==> src/rtl/if_stage_pkg.sv <==
// Shared constants, state encoding and small helpers for the instruction-fetch stage.
package if_stage_pkg;

  localparam logic [31:0] DEFAULT_RESET_PC = 32'h0000_0000;
  localparam logic [31:0] DEFAULT_NOP_INSN = 32'h0000_0013;
  localparam logic [31:0] PC_STEP          = 32'h0000_0004;

  typedef enum logic [1:0] {
    ST_REQ  = 2'b00,
    ST_WAIT = 2'b01,
    ST_HOLD = 2'b10
  } fetch_state_e;

  typedef struct packed {
    logic [31:0] insn;
    logic [31:0] pc;
  } fetch_word_t;

  function automatic logic [31:0] align_word(input logic [31:0] addr);
    return addr & 32'hFFFF_FFFC;
  endfunction

  // Wraps modulo 2^32, so 0xFFFF_FFFC steps to 0x0000_0000.
  function automatic logic [31:0] next_pc(input logic [31:0] addr);
    return addr + PC_STEP;
  endfunction

endpackage

==> src/rtl/if_stage_if_id_reg.sv <==
// IF/ID pipeline register: instruction, pc and valid with flush > hold > load priority.
module if_id_reg
  import if_stage_pkg::*;
#(
  parameter logic [31:0] NOP_INSN = DEFAULT_NOP_INSN
) (
  input  logic        clk,
  input  logic        rst,
  input  logic        flush,
  input  logic        hold,
  input  logic        load,
  input  logic [31:0] load_insn,
  input  logic [31:0] load_pc,
  output logic [31:0] instruction,
  output logic [31:0] pc,
  output logic        if_valid
);

  logic [31:0] insn_r;
  logic [31:0] pc_r;
  logic        valid_r;

  // Register update; an idle unstalled cycle inserts a bubble but keeps the last pc
  always_ff @(posedge clk) begin
    if (rst) begin
      insn_r  <= NOP_INSN;
      pc_r    <= 32'h0000_0000;
      valid_r <= 1'b0;
    end else if (flush) begin
      insn_r  <= NOP_INSN;
      pc_r    <= pc_r;
      valid_r <= 1'b0;
    end else if (hold) begin
      insn_r  <= insn_r;
      pc_r    <= pc_r;
      valid_r <= valid_r;
    end else if (load) begin
      insn_r  <= load_insn;
      pc_r    <= load_pc;
      valid_r <= 1'b1;
    end else begin
      insn_r  <= NOP_INSN;
      pc_r    <= pc_r;
      valid_r <= 1'b0;
    end
  end

  assign instruction = insn_r;
  assign pc          = pc_r;
  assign if_valid    = valid_r;

endmodule

==> src/rtl/if_stage.sv <==
// Instruction-fetch stage: PC, single-outstanding imem handshake, stall skid buffer,
// redirect handling and the IF/ID register feeding decode.
module if_stage
  import if_stage_pkg::*;
#(
  parameter logic [31:0] RESET_PC = DEFAULT_RESET_PC,
  parameter logic [31:0] NOP_INSN = DEFAULT_NOP_INSN
) (
  input  logic        clk,
  input  logic        rst,
  input  logic        stall,
  input  logic        PCSrc,
  input  logic [31:0] pc_imm,
  output logic        imem_req,
  output logic [31:0] imem_addr,
  input  logic        imem_gnt,
  input  logic        imem_rvalid,
  input  logic [31:0] imem_rdata,
  output logic [31:0] instruction,
  output logic [31:0] pc,
  output logic        if_valid
);

  fetch_state_e state_r;
  logic         req_r;
  logic [31:0]  pc_r;
  logic [31:0]  fetch_pc_r;
  logic         drop_r;
  logic         skid_valid_r;
  fetch_word_t  skid_r;

  logic         load_s;
  fetch_word_t  load_word_s;

  // req_r mirrors "state is REQ"; rst gates it so no request leaks while reset is held
  assign imem_req  = req_r & ~rst;
  assign imem_addr = pc_r;

  // Select what the IF/ID register would take this cycle: fresh response or skid contents
  always_comb begin
    load_s      = 1'b0;
    load_word_s = '{insn: imem_rdata, pc: fetch_pc_r};
    case (state_r)
      ST_WAIT: begin
        load_s      = imem_rvalid & ~drop_r & ~stall;
        load_word_s = '{insn: imem_rdata, pc: fetch_pc_r};
      end
      ST_HOLD: begin
        load_s      = skid_valid_r & ~stall;
        load_word_s = skid_r;
      end
      default: begin
        load_s      = 1'b0;
        load_word_s = '{insn: imem_rdata, pc: fetch_pc_r};
      end
    endcase
  end

  // Fetch FSM with PC, skid and drop flag; a redirect overrides every other transition
  always_ff @(posedge clk) begin
    if (rst) begin
      state_r      <= ST_REQ;
      req_r        <= 1'b1;
      pc_r         <= RESET_PC;
      fetch_pc_r   <= RESET_PC;
      drop_r       <= 1'b0;
      skid_valid_r <= 1'b0;
      skid_r       <= '{insn: NOP_INSN, pc: 32'h0000_0000};
    end else if (PCSrc) begin
      pc_r         <= align_word(pc_imm);
      skid_valid_r <= 1'b0;
      case (state_r)
        ST_WAIT: begin
          if (imem_rvalid) begin
            state_r <= ST_REQ;
            req_r   <= 1'b1;
            drop_r  <= 1'b0;
          end else begin
            // response still owed for the abandoned fetch
            state_r <= ST_WAIT;
            req_r   <= 1'b0;
            drop_r  <= 1'b1;
          end
        end
        ST_REQ: begin
          if (imem_gnt) begin
            state_r <= ST_WAIT;
            req_r   <= 1'b0;
            drop_r  <= 1'b1;
          end else begin
            state_r <= ST_REQ;
            req_r   <= 1'b1;
            drop_r  <= 1'b0;
          end
        end
        default: begin
          state_r <= ST_REQ;
          req_r   <= 1'b1;
          drop_r  <= 1'b0;
        end
      endcase
    end else begin
      case (state_r)
        ST_REQ: begin
          if (imem_gnt) begin
            fetch_pc_r <= pc_r;
            state_r    <= ST_WAIT;
            req_r      <= 1'b0;
          end else begin
            state_r <= ST_REQ;
            req_r   <= 1'b1;
          end
        end
        ST_WAIT: begin
          if (imem_rvalid) begin
            if (drop_r) begin
              drop_r  <= 1'b0;
              state_r <= ST_REQ;
              req_r   <= 1'b1;
            end else if (!stall) begin
              pc_r    <= next_pc(fetch_pc_r);
              state_r <= ST_REQ;
              req_r   <= 1'b1;
            end else begin
              skid_r       <= '{insn: imem_rdata, pc: fetch_pc_r};
              skid_valid_r <= 1'b1;
              pc_r         <= next_pc(fetch_pc_r);
              state_r      <= ST_HOLD;
              req_r        <= 1'b0;
            end
          end else begin
            state_r <= ST_WAIT;
            req_r   <= 1'b0;
          end
        end
        ST_HOLD: begin
          if (!stall) begin
            skid_valid_r <= 1'b0;
            state_r      <= ST_REQ;
            req_r        <= 1'b1;
          end else begin
            state_r <= ST_HOLD;
            req_r   <= 1'b0;
          end
        end
        default: begin
          state_r      <= ST_REQ;
          req_r        <= 1'b1;
          drop_r       <= 1'b0;
          skid_valid_r <= 1'b0;
        end
      endcase
    end
  end

  if_id_reg #(
    .NOP_INSN(NOP_INSN)
  ) u_if_id_reg (
    .clk        (clk),
    .rst        (rst),
    .flush      (PCSrc),
    .hold       (stall),
    .load       (load_s),
    .load_insn  (load_word_s.insn),
    .load_pc    (load_word_s.pc),
    .instruction(instruction),
    .pc         (pc),
    .if_valid   (if_valid)
  );

endmodule

==> config.mk <==
export PLATFORM = sky130hd
export DESIGN_NAME = if_stage
export DESIGN_NICKNAME = d
export VERILOG_FILES = /design/src/rtl/if_stage_pkg.sv /design/src/rtl/if_stage_if_id_reg.sv /design/src/rtl/if_stage.sv
export SDC_FILE = /design/constraint.sdc
export NUM_CORES = 1
export LEC_CHECK = 0
export BUFFER_PORTS_ARGS = -buffer_cell sky130_fd_sc_hd__buf_2
export CAP_MARGIN = 20
export CORE_ASPECT_RATIO = 1.2
export CORE_MARGIN = 5
export CORE_UTILIZATION = 59
export DETAILED_ROUTE_END_ITERATION = 10
export PLACE_DENSITY = 0.85
export SLEW_MARGIN = 40
export SYNTH_ARGS = -nofsm -noshare
export SYNTH_HDL_FRONTEND = slang
export SYNTH_SLANG_ARGS = --single-unit
==> constraint.sdc <==
create_clock -name clk -period 3.34 [get_ports clk]
set_input_delay 0.501 -clock clk [delete_from_list [all_inputs] [get_ports clk]]
set_output_delay 0.501 -clock clk [all_outputs]
set_load 0.005 [all_outputs]
After elaboration in Yosys (flattened, before gate mapping):

Index checks and enable logic that the tools add are counted.

* bits in writable memories: 0
* latch bits: 0
* ROM bits: 0
* word-level logic and storage cells: 78
* register bits after elaboration: 198
* memories kept: 0

* shifts and indexed selects: 0
* multipliers: 0
* equality and inequality tests: 9
* bitwise operators: 9
* div/mod/pow operators: 0
* mux-type cells: 35
* $lt $le $gt $ge: 0
* add/sub/neg operators: 1
* reduce and logical (&&, ||, !) cells: 12

Operators by type and width (count)
* 32-bit 2-to-1 mux: 5
* 64-bit 2-to-1 mux: 1
* 32-bit by 3-bit adder with 32-bit output (second input constant): 1
* 1-bit 2-to-1 mux: 17
* 3-bit AND reduction: 4
* 2-bit != test (second input constant): 5
* 5-bit AND reduction: 2
* 2-bit 2-to-1 mux: 4
* 1-bit one-hot mux with 2 select lines: 4
* 1-bit one-hot mux with 3 select lines: 2
* 2-bit one-hot mux with 3 select lines: 1
* 1-bit inverter: 5
* 1-bit bitwise AND: 4
* 2-bit one-hot mux with 2 select lines: 1
* 2-bit nonzero test: 2
* 2-bit OR reduction: 2
* 3-bit != test (second input constant): 1
* 2-bit by 1-bit equality test with 1-bit output (second input constant): 1
* 2-bit equality test (second input constant): 1
* 2-bit zero test: 1
* 2-bit by 1-bit != test with 1-bit output (second input constant): 1
* 2-bit AND reduction: 1

Longest topological paths before layout:

* depth after elaboration: 5
* depth in mapped cells: 9
* gate-level depth less buffers: 6

Hierarchy:

A second synthesis with hierarchy kept.

* cells, all modules: 1108
* area, all modules: 9385.3 µm²

By module, submodules not included
* if_stage: instances 1, cells each 822, area each 6506.2 µm²
* if_id_reg: instances 1, cells each 286, area each 2879.0 µm²

Worst setup path after synthesis:

Ideal clock, no wire load.

* kind: reg2reg
* start point: register state_r[0]
* end point: register u_if_id_reg.pc_r[10] (netlist: u_if_id_reg.pc[10])
* stages on the path, launching flop included: 9
* period minus slack after synthesis: 2.039 ns
* library setup time: 0.086 ns
* setup slack: 1.301 ns
* arrival time: 1.953 ns
* path through: dfxtp_1 inv_1 ha_1 clkbuf_1 or3b_1 a211oi_4 buf_2 nor2_1 a211oi_1

* longest elaborated chain between the ends: 3
* elaborated cells on any way between the ends: 5

Ends and longest elaborated chain
* from (decl): RTL line if_stage.sv:24 `fetch_state_e state_r;`
* from (signal assigned): RTL line if_stage.sv:62 `state_r <= ST_REQ;`
* from (signal assigned): RTL line if_stage.sv:75 `state_r <= ST_REQ;`
* from (signal assigned): RTL line if_stage.sv:80 `state_r <= ST_WAIT;`
* 2-bit equality test / 2-bit by 1-bit equality test with 1-bit output (equally long branches): RTL line if_stage.sv:43 `case (state_r)`
* 1-bit one-hot mux with 2 select lines: RTL line if_stage.sv:43
* 3-bit AND reduction (no line)
* to (signal assigned): RTL line if_stage_if_id_reg.sv:35 `pc_r <= pc_r;`
* to (signal assigned): RTL line if_stage_if_id_reg.sv:39 `pc_r <= load_pc;`
* to (signal assigned): RTL line if_stage_if_id_reg.sv:43 `pc_r <= pc_r;`
* to (decl): RTL line if_stage_if_id_reg.sv:20 `logic [31:0] pc_r;`

Parallel ways exist; a longest one is shown, timed or not.
A chain may end at the register's enable or synchronous reset.

Worst setup path in the final report:

* start point: register state_r[0]
* end point: register u_if_id_reg.pc_r[17] (netlist: u_if_id_reg.pc[17])

Same word-level chain as after synthesis.

==> results.md <==
* WL met1 at 9.32 mm
* Length of routed met2 wiring at 10.6 mm
* Largest fanout on the critical path at 40
* CTS resizes at 0
* Hold Crit Start: imem_rdata[0]
* Top cell type's share of synthesized area at 46.3%
* DR vias/cell at 5.87
* # fillers at 1108
* Core region area at 14300 um2
* Critical R2R Launch: state_r[0]
* Final Max Slew Viols at 0
* Initial core utilization at 59.8%
* DR WL met3 at 1.60 mm
* Synth top area cells: dfxtp_1 (46%), nand2_1 (11%), mux2i_1 (7.3%)
* Cell count of the worst reg-to-reg path at 7
* Total Power at 0.00490 W
* Mapped cell area at 8550 um2
* Syn Area/Cell at 8.18 um2
* Critical path startpoint: state_r[0]
* Unrepaired setup endpoints after global routing: false
* Pwr/cell area at 488 nW/um2
* Most common cell after layout, fill and taps aside: nand2_1
* Die H at 142 um
* Worst endpoint required time at 3680 ps
* CTS tree: done
* Clock sinks at 198
* Worst Tran Pin Value at 740 ps
* Hold buffers post-CTS at 0
* Clk buf depth at 2
* Total CTS buffers at 17
* Asr flop ratio synth at 0%
* Antenna diodes at 0
* Min Clock Period, post-route at 2350 ps
* Area Overhead vs Synth at 17.4%
* Post-synth top area cell: dfxtp_1
* WP data arrival at 2690 ps
* Final hold violation count at 0
* Placer's final routability congestion estimate at 0.835
* I/O Buffers at 165
* CP startpoint kind: register
* Chip width at 120 um
* Io pins at 168
* FF-to-FF End: u_if_id_reg.pc[17]
* Layout cell share with drive strength beyond 1 at 20.0%
* Maximum VDD drop at 0.343 mV
* Core Rows at 48
* Post-route DRC at 0
* Htree depth at 4
* Dpl hpwl at 14.4 mm
* Hold Path Class: in2reg
* Vias in the first global route at 7226
* Initial antenna violation count at 0
* Drt first pass iters at 5
* Syn Nets at 1121
* Outcome: completed
* Tcrit/Tclk final at 70.3%
* Max capacitance violation total at 0
* Clock Skew at 7.62 ps
* Largest net degree at the start of global routing at 100
* Total global-route track usage at 25.7%
* Clock Latency Late Sink at 430 ps
* Relative slew slack at 50.5%
* Worst Hold End: skid_r[32]
* Via count at 7878
* Postcts setup bufs at 0
* Routed len/inst at 16.5 um
* Grt total ovfl at 0
* Root Driver: clkbuf_16
* Setup TNS at 0 ps
* Initial drt markers at 725
* Nets at 1230
* Yosys reg bits at 198
* Most frequent cells in the layout: nand2_1 (257), dfxtp_1 (198), buf_2 (164), a21oi_1 (107), mux2i_1 (62)
* Register area share after synthesis at 46.3%
* Leakage power at 3.65 nW
* Final WL at 22.1 mm
* Post-route ant nets at 0
* Fmax at 426 MHz
* Post-synth top flop: dfxtp_1
* CP Class: reg2reg
* Worst setup EP type: register
* Final hold slack at 300 ps
* Clock-pin transition on the worst setup and hold timing paths at 70 ps
* Die area at 17000 um2
* Worst reg2reg setup slack at 990 ps
* Total of warnings raised by yosys at 0
* Cells after Synth at 1046
* Fin cells at 1343
* Placed insts at 1311
* Cell area after layout at 10000 um2
* First-pass GRT wire length at 35.7 mm
* Distinct cells, synth at 56
* Placed standard-cell area at 9430 um2
* Top Layer Used: met4
* Hold depth at 3
* Endpoints failing setup at 0
* Post-synth EDFFs at 0
cell usage after synthesis, drive strengths merged (13+ instances only):
library cell  number
a211oi            35
a21oi            107
a31oi             18
and2              13
buf               17
clkbuf            76
dfxtp            198
mux2i             62
nand2            257
nand3             24
nand4             14
nor2              53
nor3              17
o21ai             36
layer usage:
metal	up-vias	global-route usage, %
met1	3642	33.4
met2	339	42.0
li1	3852	-
met3	45	4.70
met5	-	0
met4	0	11.0
report_power, final:
part | internal, W | leakage (nW) | switching, W
combinational | 0.000136 | 1.75 | 0.000207
sequential | 0.00241 | 1.60 | 0.0000462
clock | 0.00118 | 0.296 | 0.000920
cell families after synthesis:
logic type | count (synthesis) | synth area share (%)
AND/OR/NAND/NOR | 427 | 22.5
XOR/XNOR | 8 | 0.819
flip-flops | 198 | 46.3
AO/OA/AOI/OAI | 240 | 17.0
buffers and inverters | 103 | 4.89
multiplexers | 65 | 7.65
adder cells (fa/ha/maj) | 5 | 0.732
final cells by class:
class	count	area [um2]	share of cell area, %
multi-input cells	745	4200	41.9
flip-flops and latches	198	3960	39.5
repair buffers	183	1000	10.0
clock buffers	20	467	4.65
well taps	175	219	2.18
clock inverters	12	140	1.40
inverters	10	37.5	0.374
how the worst max path moves through the flow:
stage	cells past startpoint	slack, ps	end
floorplan	8	1300	u_if_id_reg.pc[10]
global placement	5	990	u_if_id_reg.instruction[7]
detailed placement	7	1000	u_if_id_reg.pc[17]
CTS	7	980	u_if_id_reg.pc[17]
global route	7	750	u_if_id_reg.pc[4]
finish	7	990	u_if_id_reg.pc[17]
stage by stage:
stage	setup slack, ps	utilization [%]
detailed placement	1000	66.0
global placement	989	65.9
finish	992	70.2
CTS	976	70.2
global route	754	70.2
floorplan	1300	-
registers in the layout, summed over array words and instances, names as in the netlist:
| signal | cells |
|---|---|
| skid_r | 64 |
| imem_addr | 32 |
| u_if_id_reg.if_valid | 1 |
| req_r | 1 |
| u_if_id_reg.instruction | 32 |
| skid_valid_r | 1 |
| u_if_id_reg.pc | 32 |
| fetch_pc_r | 32 |
| drop_r | 1 |
| state_r | 2 |
worst max-delay path, stage by stage (launching register included):
cell and delay [ps]:
dfxtp_1 360, inv_1 100, ha_4 330, or3b_1 470
a211oi_4 260, buf_4 410, nor2_1 70, a211oi_1 230
No activity file was read; power rests on OpenSTA's default activity.
